## config.mk

```make
export PLATFORM = sky130hd
export DESIGN_NAME = serial_adder
export DESIGN_NICKNAME = d
export VERILOG_FILES = /design/src/rtl/serial_adder.sv
export SDC_FILE = /design/constraint.sdc
export NUM_CORES = 1
export LEC_CHECK = 0
export ABC_AREA = 1
export CORE_UTILIZATION = 30
export DETAILED_ROUTE_END_ITERATION = 12
export GPL_ROUTABILITY_DRIVEN = 0
export PLACE_DENSITY = 0.6
export SLEW_MARGIN = 30
export SYNTH_ARGS = -nofsm -noshare
export SYNTH_HDL_FRONTEND = slang
export SYNTH_SLANG_ARGS = --single-unit
```

## constraint.sdc

```tcl
create_clock -name clk -period 1.92 [get_ports clk]
set_clock_uncertainty 0.2 [all_clocks]
set_input_delay 0.384 -clock clk [delete_from_list [all_inputs] [get_ports clk]]
set_output_delay 0.384 -clock clk [all_outputs]
set_load 0.02 [all_outputs]
```

## src/rtl/serial_adder.sv

```systemverilog
// Bit-serial WIDTH-bit adder: one full-adder cell, carry held in a flop between bits.
// Operands load on start, are consumed LSB first, and the result is presented in parallel with a done pulse.
module full_add_behavorial (
  input  logic a,
  input  logic b,
  input  logic cin,
  output logic s,
  output logic cout
);
  assign {cout, s} = {1'b0, a} + {1'b0, b} + {1'b0, cin};
endmodule

module serial_adder #(
  parameter int WIDTH = 8
) (
  input  logic             clk,
  input  logic             rst_n,
  input  logic             start,
  input  logic [WIDTH-1:0] a,
  input  logic [WIDTH-1:0] b,
  input  logic             cin,
  output logic             busy,
  output logic             done,
  output logic [WIDTH-1:0] sum,
  output logic             cout
);
  localparam int CW = (WIDTH > 2) ? $clog2(WIDTH) : 1;
  localparam logic [CW-1:0] LAST = CW'(WIDTH - 1);

  typedef enum logic [1:0] {IDLE, RUN, DONE} state_t;

  state_t          state, state_nxt;
  logic [WIDTH-1:0] sa, sb, ps;
  logic             c;
  logic [CW-1:0]    cnt;
  logic             fa_s, fa_co;
  logic             load;

  full_add_behavorial u_fa (
    .a    (sa[0]),
    .b    (sb[0]),
    .cin  (c),
    .s    (fa_s),
    .cout (fa_co)
  );

  // start is only honoured outside RUN, so an in-flight add is never disturbed
  assign load = start && (state != RUN);
  assign busy = (state == RUN);
  assign done = (state == DONE);

  always_ff @(posedge clk or negedge rst_n) begin
    if (!rst_n) state <= IDLE;
    else        state <= state_nxt;
  end

  always_comb begin
    state_nxt = state;
    case (state)
      IDLE:    if (start) state_nxt = RUN;
      RUN:     if (cnt == LAST) state_nxt = DONE;
      DONE:    state_nxt = start ? RUN : IDLE;
      default: state_nxt = IDLE;
    endcase
  end

  always_ff @(posedge clk or negedge rst_n) begin
    if (!rst_n) begin
      sa   <= '0;
      sb   <= '0;
      ps   <= '0;
      c    <= 1'b0;
      cnt  <= '0;
      sum  <= '0;
      cout <= 1'b0;
    end else if (load) begin
      sa  <= a;
      sb  <= b;
      c   <= cin;
      cnt <= '0;
    end else if (state == RUN) begin
      sa  <= sa >> 1;
      sb  <= sb >> 1;
      ps  <= {fa_s, ps[WIDTH-1:1]};
      c   <= fa_co;
      cnt <= cnt + 1'b1;
      // the last bit goes straight into sum alongside the earlier partial bits
      if (cnt == LAST) begin
        sum  <= {fa_s, ps[WIDTH-1:1]};
        cout <= fa_co;
      end
    end
  end
endmodule

```

==> run_results.csv <==
group,metric,value,unit
status,outcome,"complete, no violations",
min_path,min-delay-start,"ps[1]$_DFFE_PN0P_",
placed_design,io_buffers,30,
routing,route.detailed.drc,0,
setup_path,worstPathCellList,"clkdlybuf4s50_1",
timing,setup_viol,0,
routing,dr.first_iter.drc_count,89,
cts,cts.reportedPaths.clkPinSlew,70,ps
finish,mostFrequentLayoutCells,"nand2_1, nand3_1, dfrtp_1",
synthesis,yosysUniqueCellTypes,20,
floorplan,core,0.00557,mm²
grt,grt.total_usage,12.1,%
cts,cts-root-buf,"clkbuf_8",
cts,cts_buffer_depth,2,
cts,post-cts-setup-buffers,0,
floorplan,die_y,78.3,µm
setup_path,worstPathRequired,1340,ps
synthesis,synth_compound_area_share,2.79,%
synthesis,syn-num-nets,204,
finish,antenna_cells,0,
routing,wl_per_cell,11.4,µm
power_and_ir_drop,ir_drop,0.486,mV
timing,fin_setup_tns,0,ps
routing,routed_wl,3270,µm
finish,layout_commonest_cell,"nand2_1",
run,max-cap-violations,0,
cts,cts_buffers,5,
routing,vias_per_cell,4.48,
floorplan,ios,31,
timing,clock.fmax,0.551,GHz
cts,clock_sinks,38,
grt,grt_pass1_wl,5830,µm
synthesis,synthTopCellsByArea,"dfrtp_1, nand3_1, nand2_1",
setup_path,cpMaxStageDelayCell,"clkdlybuf4s50_1",
routing,antenna_left,0,
routing,vias,1286,
synthesis,synth_seq_cells,38,
cts,htree_levels,2,
setup_path,crit_start,"sum[2]$_DFFE_PN0P_",
synthesis,avgSynthCellArea,9.65,µm²
synthesis,synth_top_family_by_area,"simple AND/OR/NAND/NOR gates",
power_and_ir_drop,leakagePower,1.04,nW
cts,worstSkewPairLatency,290,ps
floorplan,die_width,78.3,µm
routing,first_pass_iters,4,
finish,n_fill_cell,584,
synthesis,yosys_warnings,0,
setup_path,cp_max_fo,2,
finish,syn2layout_area_growth,26.1,%
synthesis,synth-adder-area-share,2.58,%
setup_path,max_stage_delay,600,ps
setup_path,path_class,"reg -> out",
synthesis,syn-cell-area,0.00175,mm²
setup_path,crit_family,"buffers and inverters",
placed_design,detailed_place_hpwl,2170,µm
setup_path,r2r-start,"state[0]$_DFFE_PN0P_",
grt,grt_pass1_vias,1301,
power_and_ir_drop,power.density,1460,mW/mm²
timing,layout_worst_path_cycle_share,94.5,%
setup_path,rrSetupSlack,410,ps
floorplan,die_area,0.00613,mm²
grt,grt_max_degree,26,
setup_path,worstSetupEndpointType,"primary output",
placed_design,dpl_cell_area,0.00209,mm²
floorplan,core.rowCount,27,
synthesis,synth_cells,181,
synthesis,yosysTopAreaCell,"dfrtp_1",
grt,overflow,0,
timing,fin_crit,1810,ps
setup_path,path_buf_inv,1,
synthesis,synthSimpleGateAreaFrac,32.2,%
setup_path,critPathLaunchType,"register",
timing,final_hold_viol_count,0,
synthesis,synth_top_area_share,54.4,%
timing,rsz0062_at_grt,"false",
finish,fin_area,0.00220,mm²
min_path,hold_class,"reg -> reg",
timing,slew_headroom,71.0,%
synthesis,synth_xor_area_share,0,%
timing,maxSlewViolCount,0,
synthesis,synth_mux_area_share,0,%
setup_path,cp.arrival,1230,ps
finish,nets,237,
cts,cts_tree,"built",
grt,antenna_found_initial,0,
floorplan,initial_utilization,31.3,%
timing,worst_pin_slew,436,ps
synthesis,ys_seq_area_share,54.4,%
finish,layout-drive-gt1-share,13.5,%
## sequential cells by signal, indices dropped and copies added (netlist names)
| register | count |
|---|---|
| cnt | 3 |
| sb | 8 |
| ps | 7 |
| c | 1 |
| cout | 1 |
| state | 2 |
| sa | 8 |
| sum | 8 |
## power by group
group	total [W]	internal, W	leakage, nW	switching, W
registers	0.00132	0.00113	0.487	0.000193
logic	0.00124	0.000531	0.498	0.000713
clock network	0.000657	0.000389	0.0524	0.000268
## metal layers
metal / share of wire [%] / vias to the layer above / track usage, % / wire [µm]
li1: - / 660 / - / -
met1: 49 / 598 / 15.3 / 1600
met2: 45 / 23 / 19.6 / 1480
met3: 4.2 / 5 / 3.60 / 137
met4: 1.3 / 0 / 4.44 / 42
met5: 0 / - / 0 / 0
## worst paths after layout
path,end,depth (start not counted)
setup / recovery,sum[2],1
hold / removal,sum[0]$_DFFE_PN0P_,2
setup reg to reg,sum[0]$_DFFE_PN0P_,6
hold reg to reg,sum[0]$_DFFE_PN0P_,2
max in group asynchronous,ps[4]$_DFFE_PN0P_,3
min in group asynchronous,sum[0]$_DFFE_PN0P_,2
## Yosys cell counts (all sizes together)
library cell / instances
buf: 11
dfrtp: 38
nand2: 59
nor2: 3
ha: 2
inv: 7
nand3: 52
o22ai: 1
fa: 1
o21ai: 7
## metrics by stage
| stage | total power (W) | cells | utilization (%) | hold slack [ps] | setup slack (ps) |
|---|---|---|---|---|---|
| 2_1_floorplan | 0.00231 | 181 | - | -112 | 510 |
| 3_3_place_gp | 0.00258 | 278 | 37.5 | 149 | 139 |
| 3_5_place_dp | 0.00261 | 278 | 37.5 | 157 | 153 |
| 4_1_cts | 0.00327 | 287 | 39.5 | 274 | 82.6 |
| 5_1_grt | 0.00348 | 287 | 39.5 | 294 | 41.1 |
| 6_report | 0.00322 | 287 | 39.5 | 272 | 105 |
## layout make-up
class | count | area [µm²] | share of cell area (%)
repair buffers | 37 | 373 | 16.9
clock buffers | 7 | 76.3 | 3.47
inverters | 7 | 26.3 | 1.19
multi-input cells | 125 | 656 | 29.8
well taps | 72 | 90.1 | 4.09
clock inverters | 1 | 30.0 | 1.36
flip-flops and latches | 38 | 951 | 43.2
## logic make-up after synthesis
kind of cell    after synthesis
simple gates                114
fa+ha+maj                     3
flops                        38
compound gates                8
buf+inv                      18
## timing repair
action,4_1_cts,5_1_grt
endpoints found under the setup margin,2,0
hold buffers,1,0
endpoints found under the hold margin,17,0
resized for setup,2,0
Note: power is estimated with default switching activity, not from simulation.
